## config.mk

```make
export PLATFORM = sky130hd
export DESIGN_NAME = gate_list_execute_sm_flat
export DESIGN_NICKNAME = d
export VERILOG_FILES = /design/src/rtl/gate_list_execute_sm_if.sv /design/src/rtl/gate_list_execute_sm.sv /design/src/flat_wrapper.sv
export SDC_FILE = /design/constraint.sdc
export NUM_CORES = 1
export LEC_CHECK = 0
export ABC_AREA = 0
export CAP_MARGIN = 10
export CORE_AREA = 4 4 235 260
export CTS_BUF_LIST = sky130_fd_sc_hd__clkbuf_16
export DETAILED_ROUTE_END_ITERATION = 12
export DIE_AREA = 0 0 239 264
export GPL_ROUTABILITY_DRIVEN = 0
export GPL_TIMING_DRIVEN = 0
export SLEW_MARGIN = 10
export SYNTH_ARGS = -nofsm -noshare
export SYNTH_HDL_FRONTEND = slang
export SYNTH_SLANG_ARGS = --single-unit
```

## constraint.sdc

```tcl
create_clock -name clk -period 4.6 [get_ports clk]
set_input_delay 0.92 -clock clk [delete_from_list [all_inputs] [get_ports clk]]
set_output_delay 0.92 -clock clk [all_outputs]
set_load 0.05 [all_outputs]
```

## src/rtl/gate_list_execute_sm_if.sv

```systemverilog
// Control/status bundle between the cycle timer / config block and the
// 802.1Q List Execute state machine.
interface gate_list_execute_sm_if #(
  parameter int NUM_QUEUES = 8,
  parameter int ADDR_W     = 4,
  parameter int INTERVAL_W = 32
);
  logic                  cycle_start;
  logic                  gate_enable;
  logic [NUM_QUEUES-1:0] admin_gate_states;
  logic [ADDR_W:0]       cfg_list_len;
  logic                  cfg_wr_en;
  logic [ADDR_W-1:0]     cfg_wr_addr;
  logic [NUM_QUEUES-1:0] cfg_wr_gates;
  logic [INTERVAL_W-1:0] cfg_wr_interval;
  logic [NUM_QUEUES-1:0] oper_gate_states;
  logic                  list_active;
  logic [ADDR_W-1:0]     list_index;
  logic                  cycle_overrun;

  modport master (
    output cycle_start, gate_enable, admin_gate_states, cfg_list_len,
           cfg_wr_en, cfg_wr_addr, cfg_wr_gates, cfg_wr_interval,
    input  oper_gate_states, list_active, list_index, cycle_overrun
  );

  modport slave (
    input  cycle_start, gate_enable, admin_gate_states, cfg_list_len,
           cfg_wr_en, cfg_wr_addr, cfg_wr_gates, cfg_wr_interval,
    output oper_gate_states, list_active, list_index, cycle_overrun
  );
endinterface

```

## src/rtl/gate_list_execute_sm.sv

```systemverilog
// 802.1Q List Execute state machine: walks the gate control list on each
// CycleStart and drives the per-queue transmission gate states.
module gate_list_execute_sm #(
  parameter int NUM_QUEUES    = 8,
  parameter int LIST_DEPTH    = 16,
  parameter int ADDR_W        = 4,
  parameter int INTERVAL_W    = 32,
  parameter int CLK_PERIOD_NS = 8
) (
  input logic               clk,
  input logic               rst,
  gate_list_execute_sm_if.slave bus
);

  typedef enum logic [1:0] {IDLE, EXECUTE, END_OF_CYCLE} state_t;

  localparam logic [INTERVAL_W-1:0] PERIOD = INTERVAL_W'(CLK_PERIOD_NS);
  localparam logic [ADDR_W:0]       DEPTH  = (ADDR_W+1)'(LIST_DEPTH);

  logic [NUM_QUEUES-1:0] r_gcl_gates [LIST_DEPTH];
  logic [INTERVAL_W-1:0] r_gcl_intv  [LIST_DEPTH];

  state_t                r_state;
  logic [NUM_QUEUES-1:0] r_oper_gates;
  logic                  r_list_active;
  logic                  r_overrun;
  logic [ADDR_W-1:0]     r_list_index;
  logic [ADDR_W:0]       r_oper_len;
  logic [ADDR_W:0]       r_next_idx;
  logic [INTERVAL_W-1:0] r_remaining;

  logic                  w_wr_ok;
  logic [ADDR_W-1:0]     w_next_addr;

  assign w_wr_ok     = bus.cfg_wr_en && ({1'b0, bus.cfg_wr_addr} < DEPTH);
  assign w_next_addr = r_next_idx[ADDR_W-1:0];

  // List storage is deliberately not reset; entries are copied into the
  // operating registers on load, so later writes never disturb a running hold.
  always_ff @(posedge clk) begin
    if (w_wr_ok) begin
      r_gcl_gates[bus.cfg_wr_addr] <= bus.cfg_wr_gates;
      r_gcl_intv[bus.cfg_wr_addr]  <= bus.cfg_wr_interval;
    end
  end

  always_ff @(posedge clk or posedge rst) begin
    if (rst) begin
      r_state       <= IDLE;
      r_oper_gates  <= '1;
      r_list_active <= 1'b0;
      r_overrun     <= 1'b0;
      r_list_index  <= '0;
      r_oper_len    <= '0;
      r_next_idx    <= '0;
      r_remaining   <= '0;
    end else begin
      r_overrun <= 1'b0;
      if (!bus.gate_enable) begin
        r_state       <= IDLE;
        r_oper_gates  <= bus.admin_gate_states;
        r_list_active <= 1'b0;
      end else if (bus.cycle_start) begin
        r_overrun <= (r_state == EXECUTE);
        if (bus.cfg_list_len == '0) begin
          r_state       <= END_OF_CYCLE;
          r_oper_gates  <= bus.admin_gate_states;
          r_list_active <= 1'b0;
        end else begin
          r_state       <= EXECUTE;
          r_list_active <= 1'b1;
          r_oper_len    <= bus.cfg_list_len;
          r_oper_gates  <= r_gcl_gates[0];
          r_remaining   <= r_gcl_intv[0];
          r_list_index  <= '0;
          r_next_idx    <= (ADDR_W+1)'(1);
        end
      end else begin
        case (r_state)
          EXECUTE: begin
            // Advance on the edge where the remainder fits in one period, so
            // an entry holds max(1, ceil(interval/period)) cycles with no gap.
            if (r_remaining <= PERIOD) begin
              if (r_next_idx == r_oper_len) begin
                r_state       <= END_OF_CYCLE;
                r_list_active <= 1'b0;
              end else begin
                r_oper_gates <= r_gcl_gates[w_next_addr];
                r_remaining  <= r_gcl_intv[w_next_addr];
                r_list_index <= w_next_addr;
                r_next_idx   <= r_next_idx + 1'b1;
              end
            end else begin
              r_remaining <= r_remaining - PERIOD;
            end
          end
          default: ;
        endcase
      end
    end
  end

  assign bus.oper_gate_states = r_oper_gates;
  assign bus.list_active      = r_list_active;
  assign bus.list_index       = r_list_index;
  assign bus.cycle_overrun    = r_overrun;

endmodule
```

## src/flat_wrapper.sv

```systemverilog
// flat-port wrapper written by rule: the top's interface ports become plain ports
module gate_list_execute_sm_flat 
#(
  parameter int NUM_QUEUES    = 8,
  parameter int LIST_DEPTH    = 16,
  parameter int ADDR_W        = 4,
  parameter int INTERVAL_W    = 32,
  parameter int CLK_PERIOD_NS = 8
)
  (clk, rst, bus_cycle_start, bus_gate_enable, bus_admin_gate_states, bus_cfg_list_len, bus_cfg_wr_en, bus_cfg_wr_addr, bus_cfg_wr_gates, bus_cfg_wr_interval, bus_oper_gate_states, bus_list_active, bus_list_index, bus_cycle_overrun);
  gate_list_execute_sm_if #(.NUM_QUEUES(NUM_QUEUES), .ADDR_W(ADDR_W), .INTERVAL_W(INTERVAL_W)) bus_i ();
  input logic clk;
  input logic rst;
  input wire logic [$bits(bus_i.cycle_start)-1:0] bus_cycle_start;
  input wire logic [$bits(bus_i.gate_enable)-1:0] bus_gate_enable;
  input wire logic [$bits(bus_i.admin_gate_states)-1:0] bus_admin_gate_states;
  input wire logic [$bits(bus_i.cfg_list_len)-1:0] bus_cfg_list_len;
  input wire logic [$bits(bus_i.cfg_wr_en)-1:0] bus_cfg_wr_en;
  input wire logic [$bits(bus_i.cfg_wr_addr)-1:0] bus_cfg_wr_addr;
  input wire logic [$bits(bus_i.cfg_wr_gates)-1:0] bus_cfg_wr_gates;
  input wire logic [$bits(bus_i.cfg_wr_interval)-1:0] bus_cfg_wr_interval;
  output wire logic [$bits(bus_i.oper_gate_states)-1:0] bus_oper_gate_states;
  output wire logic [$bits(bus_i.list_active)-1:0] bus_list_active;
  output wire logic [$bits(bus_i.list_index)-1:0] bus_list_index;
  output wire logic [$bits(bus_i.cycle_overrun)-1:0] bus_cycle_overrun;
  assign bus_i.cycle_start = bus_cycle_start;
  assign bus_i.gate_enable = bus_gate_enable;
  assign bus_i.admin_gate_states = bus_admin_gate_states;
  assign bus_i.cfg_list_len = bus_cfg_list_len;
  assign bus_i.cfg_wr_en = bus_cfg_wr_en;
  assign bus_i.cfg_wr_addr = bus_cfg_wr_addr;
  assign bus_i.cfg_wr_gates = bus_cfg_wr_gates;
  assign bus_i.cfg_wr_interval = bus_cfg_wr_interval;
  assign bus_oper_gate_states = bus_i.oper_gate_states;
  assign bus_list_active = bus_i.list_active;
  assign bus_list_index = bus_i.list_index;
  assign bus_cycle_overrun = bus_i.cycle_overrun;
  gate_list_execute_sm #(.NUM_QUEUES(NUM_QUEUES), .LIST_DEPTH(LIST_DEPTH), .ADDR_W(ADDR_W), .INTERVAL_W(INTERVAL_W), .CLK_PERIOD_NS(CLK_PERIOD_NS)) u_core (.clk(clk), .rst(rst), .bus(bus_i));
endmodule
```

* Word-level counts from Yosys, hierarchy flattened *
Memories as Yosys holds them, arrays and structs flattened.
Index checks and enable logic that the tools add are counted.

storage, ports and cells
  output and inout bits = 14
  latch bits = 0
  memory bits (read-only) = 0
  memories = 2
  bits of input ports = 62
  register bits after elaboration = 58
  word-level logic and storage cells = 68
  RAM bits = 640

operators by class
  bitwise gates (word level) = 1
  divide/modulo/power cells = 0
  magnitude comparators = 1
  reductions and logical operators = 8
  equality and inequality tests = 9
  shift-type cells = 0
  multipliers = 0
  muxes and demuxes = 37
  add/sub/neg operators = 2

memories
  name                depth  width  rd ports  clocked after Yosys merged registers in  wr ports  RTL line                    text
  u_core.r_gcl_intv   16     32     2         0                                        1         gate_list_execute_sm.sv:21  logic [INTERVAL_W-1:0] r_gcl_intv [LIST_DEPTH];
  u_core.r_gcl_gates  16     8      2         0                                        1         gate_list_execute_sm.sv:20  logic [NUM_QUEUES-1:0] r_gcl_gates [LIST_DEPTH];

operator list
  cell                   count
  $mux 32                5
  $mux 8                 6
  $le 32x4->1 const B    1
  $sub 32x4->32 const B  1
  $mux 5                 5
  $mux 4                 5
  $mux 2                 6
  $mux 1                 10
  $ne 3x2->1 const B     3
  $reduce_and 3->1       3
  $ne 3x3->1 const B     2
  $add 5x1->5 const B    1
  $eq 5x5->1             1
  $logic_not 5->1        1
  $reduce_and 5->1       1
  $ne 2x2->1 const B     2
  $reduce_and 4->1       1
  $reduce_bool 2->1      2
  $eq 2x1->1 const B     1
  $not 1->1              1

* Longest topological paths before layout *
  word-level depth = 6
  mapped depth = 11

* Least setup slack after synthesis *
Ideal clock, no wire load.

  kind = input to register
  from = in bus_cfg_wr_addr[3]
  to = mem u_core.r_gcl_gates[0][0], enable pin
  setup time = 487 ps
  data arrival time = 4,175 ps
  cell stages on the path = 2
  required time = 4,113 ps
  setup slack = -62 ps
  cells stage by stage = or3b_2 > nor3_1

RTL lines
  item         RTL line                    text
  from (decl)  flat_wrapper.sv:19          input wire logic [$bits(bus_i.cfg_wr_addr)-1:0] bus_cfg_wr_addr;
  to (decl)    gate_list_execute_sm.sv:20

Straight into the memory's write port.

* Worst setup path after layout *
  from = reg u_core.r_next_idx[0]
  to = reg u_core.r_remaining[29]

on the way
  cells in the longest elaborated chain, start to end = 5
  elaborated cells between the ends (all ways) = 8
  classes of those cells = eq/ne (2); mux (4); reduce/logical (1); memory (1)

ends and longest elaborated chain
  item                    RTL line                    text
  from (decl)             gate_list_execute_sm.sv:29  logic [ADDR_W:0] r_next_idx;
  from (signal assigned)  gate_list_execute_sm.sv:76  r_next_idx <= (ADDR_W+1)'(1);
  from (signal assigned)  gate_list_execute_sm.sv:91  r_next_idx <= r_next_idx + 1'b1;
  $mem_v2 16x32           -
  $mux 32                 gate_list_execute_sm.sv:84  if (r_next_idx == r_oper_len) begin
  $mux 32                 gate_list_execute_sm.sv:83  if (r_remaining <= PERIOD) begin
  $mux 32                 gate_list_execute_sm.sv:79  case (r_state)
  $mux 32                 gate_list_execute_sm.sv:63  end else if (bus.cycle_start) begin
  to (signal assigned)    gate_list_execute_sm.sv:74  r_remaining <= r_gcl_intv[0];
  to (signal assigned)    gate_list_execute_sm.sv:89  r_remaining <= r_gcl_intv[w_next_addr];
  to (signal assigned)    gate_list_execute_sm.sv:94  r_remaining <= r_remaining - PERIOD;
  to (decl)               gate_list_execute_sm.sv:30  logic [INTERVAL_W-1:0] r_remaining;

Parallel ways exist; a longest one is shown, timed or not. The select of a mux whose other input is x is not followed.
A chain may end at the register's enable or synchronous reset.

==> results.sh <==
export IMPL_cp_max_fo=10
export IMPL_wl_mm=73.8
export IMPL_ys_seq_area_share_pct=74.2
export IMPL_dpl_hpwl_mm=49.1
export IMPL_fp_dieW_um=239
export IMPL_syn_to_final_growth_pct=17.0
export IMPL_ant_nets=0
export IMPL_clock_tree_buffer_depth=3
export IMPL_clock_skew_ns=0.0271
export IMPL_tightestPinTransition_ns=1.14
export IMPL_dpl_cell_area_sq_um=30400
export IMPL_synth_main_ff_cell="edfxtp_1"
export IMPL_worstPathArrival_ns=4.24
export IMPL_fmax_ghz=0.267
export IMPL_hold_viol_final=0
export IMPL_clock_latency_ns=0.61
export IMPL_track_usage_pct=23.5
export IMPL_clkSlewWorstSetupHoldPaths_ns=0.06
export IMPL_drc=0
export IMPL_crit_path_start_kind="register"
export IMPL_dr_first_iter_drc_count=1839
export IMPL_max_cap_violations=0
export IMPL_total_power_uw=14900
export IMPL_vdd_drop_max_mv=0.228
export IMPL_port_buffer_count=75
export IMPL_synth_cell_types=69
export IMPL_layout_nets=1720
export IMPL_grt_max_degree=58
export IMPL_netlist_area_sq_um=27900
export IMPL_io_pins=76
export IMPL_cts_resized=0
export IMPL_nFillCells=4469
export IMPL_grt_pass1_vias=16000
export IMPL_cts_tree="yes"
export IMPL_holdPathEnd="u_core.r_remaining[0]$_DFFE_PP0P_"
export IMPL_netlist_instances=1466
export IMPL_powerDensity_nw_per_um2=456
export IMPL_die_y_um=264
export IMPL_post_cts_buffers=0
export IMPL_synth_seq_cells=697
export IMPL_yosysWarnings=0
export IMPL_start_util_pct=47.8
export IMPL_vias_per_cell=6.26
export IMPL_power_leakage_uw=0.0105
export IMPL_core_area_sq_um=58300
export IMPL_grt_pass1_wl_mm=108
export IMPL_r2r_end="u_core.r_remaining[29]$_DFFE_PP0P_"
export IMPL_num_rows=93
export IMPL_reg2reg_slack_ns=0.86
export IMPL_synthArstFlopShare_pct=8.18
export IMPL_cts_sinks=697
export IMPL_synth_enable_flop_cells=640
export IMPL_holdBufCountCts=0
export IMPL_final_area_sq_um=32600
export IMPL_endpoint_kind="register"
export IMPL_cts_root_buf="clkbuf_16"
export IMPL_synthesis_nets=1530
export IMPL_via_count=15500
export IMPL_final_common_cell="edfxtp_1"
export IMPL_fin_crit_sh_pct=81.4
export IMPL_holdCritPathClass="reg -> reg"
export IMPL_synth_area_per_cell_sq_um=19.0
export IMPL_required_ns=5.10
export IMPL_drive_above_1_share_pct=23.0
export IMPL_r2r_start="u_core.r_next_idx[0]$_DFFE_PP0P_"
export IMPL_antenna_found_initial=1
export IMPL_slew_viol_final=0
export IMPL_ff_latch_area_sq_um=20700
export IMPL_overflow=0
export IMPL_drt_pass1_iterations=6
export IMPL_rsz0062_at_grt="no"
export IMPL_slew_limit_headroom_pct=23.1
export IMPL_period_needed_ns=3.74
export IMPL_die_area_sq_um=63100
export IMPL_hold_depth=1
export IMPL_setup_viol=0
export IMPL_wl_per_cell_um=29.8
export IMPL_status="complete, no violations"
export IMPL_layout_common_cells="edfxtp_1, mux4_2, clkdlybuf4s50_1"
export IMPL_cts_buffers=72
export IMPL_multi_input_area_sq_um=6900
export IMPL_path_class="reg -> reg"
export IMPL_htreeDepth=3
export IMPL_rr_worst_depth=11
export IMPL_hp_start="u_core.r_remaining[0]$_DFFE_PP0P_"
-- through the flow --
| step | worst slack, ns | std cells | TNS (ns) | hold slack (ns) | utilization (%) |
|---|---|---|---|---|---|
| floorplan | 0.239 | 1466 | 0 | 0.465 | - |
| global placement | -3.83 | 2301 | -1151.49 | 0.492 | 50.7 |
| detailed placement | 0.445 | 2342 | 0 | 0.497 | 52.1 |
| CTS | 0.871 | 2474 | 0 | 0.517 | 55.9 |
| global route | 0.688 | 2474 | 0 | 0.530 | 55.9 |
| finish | 0.857 | 2475 | 0 | 0.517 | 55.9 |
-- how the worst max path moves through the flow --
stage | slack [ns] | endpoint | startpoint
after detailed placement | 0.44 | u_core.r_remaining[15]$_DFFE_PP0P_ | bus_cycle_start
final | 0.86 | u_core.r_remaining[29]$_DFFE_PP0P_ | u_core.r_next_idx[0]$_DFFE_PP0P_
after CTS | 0.87 | u_core.r_remaining[29]$_DFFE_PP0P_ | u_core.r_next_idx[0]$_DFFE_PP0P_
after floorplan | 0.24 | u_core.r_gcl_gates[4][0]$_DFFE_PP_ | bus_cfg_wr_addr[3]
after global routing | 0.69 | u_core.r_remaining[29]$_DFFE_PP0P_ | u_core.r_next_idx[0]$_DFFE_PP0P_
after global placement | -3.83 | u_core.r_gcl_intv[12][0]$_DFFE_PP_ | bus_cfg_wr_en
-- synthesized netlist by cell type, types with 7 or more instances --
master / n / share of area [%]
a21oi_1: 44 / 0.79
dfrtp_1: 49 / 4.4
buf_1: 12 / 0.16
mux2_2: 37 / 1.5
nand2b_1: 13 / 0.29
clkbuf_1: 38 / 0.51
mux4_2: 144 / 12
or3_1: 8 / 0.18
nand2_1: 33 / 0.44
nor3_1: 23 / 0.41
a22oi_1: 7 / 0.19
inv_1: 11 / 0.15
buf_2: 27 / 0.49
a31oi_1: 10 / 0.22
o21ai_0: 47 / 0.84
dfstp_2: 8 / 0.75
a222oi_1: 9 / 0.32
mux2i_1: 23 / 0.83
o31ai_1: 10 / 0.27
o22ai_1: 52 / 1.2
a211oi_1: 13 / 0.35
edfxtp_1: 640 / 69
o21bai_1: 8 / 0.22
nor2_1: 62 / 0.84
nor2b_1: 16 / 0.36
nand4_1: 8 / 0.18
nand3_1: 19 / 0.34
-- final cells by class --
| cell class | instances | area share (%) |
|---|---|---|
| Buffer | 84 | 1.17 |
| Antenna cell | 1 | 0.00768 |
| Clock buffer | 74 | 5.68 |
| Timing Repair Buffer | 116 | 4.37 |
| Tap cell | 760 | 2.92 |
| Inverter | 11 | 0.134 |
| Sequential cell | 697 | 63.4 |
| Clock inverter | 58 | 1.19 |
| Multi-Input combinational cell | 674 | 21.2 |
-- kinds of logic after synthesis --
kind of cell | count (synthesis) | synth area share (%)
compound gates | 247 | 5.98
buf+inv | 95 | 1.52
xor+xnor | 5 | 0.157
simple gates | 216 | 4.13
flops | 697 | 74.2
fa+ha+maj | 2 | 0.0898
mux | 204 | 14.0
-- worst max-delay path, cell delays in order (launching register included) --
cell,delay [ns]
dfrtp_1,0.36
clkbuf_1,0.18
buf_4,0.29
buf_2,0.45
buf_2,0.48
nand2_1,0.32
clkbuf_1,0.51
o22ai_1,0.36
nor2_1,0.11
nor3_1,0.22
a221oi_1,0.09
o22a_1,0.25
-- routing by layer --
layer	track usage [%]	share of wire (%)
met5	0	0
met4	7.72	2.9
met3	3.96	6.8
met2	38.0	49
met1	33.1	41
-- sequential cells by signal, indices dropped and copies added (netlist names) --
signal                       cells
u_core.r_gcl_intv              512
u_core.r_gcl_gates             128
u_core.r_remaining              32
u_core.bus.oper_gate_states      8
u_core.r_next_idx                5
u_core.r_oper_len                5
u_core.bus.list_index            4
u_core.r_state                   2
u_core.bus.cycle_overrun         1
-- power breakdown --
part	switching [uW]	total [uW]	internal, uW
Combinational	1190	2090	899
Clock	2360	5550	3190
Sequential	116	7240	7120
Total	3660	14900	11200
Note: power is estimated with default switching activity, not from simulation.
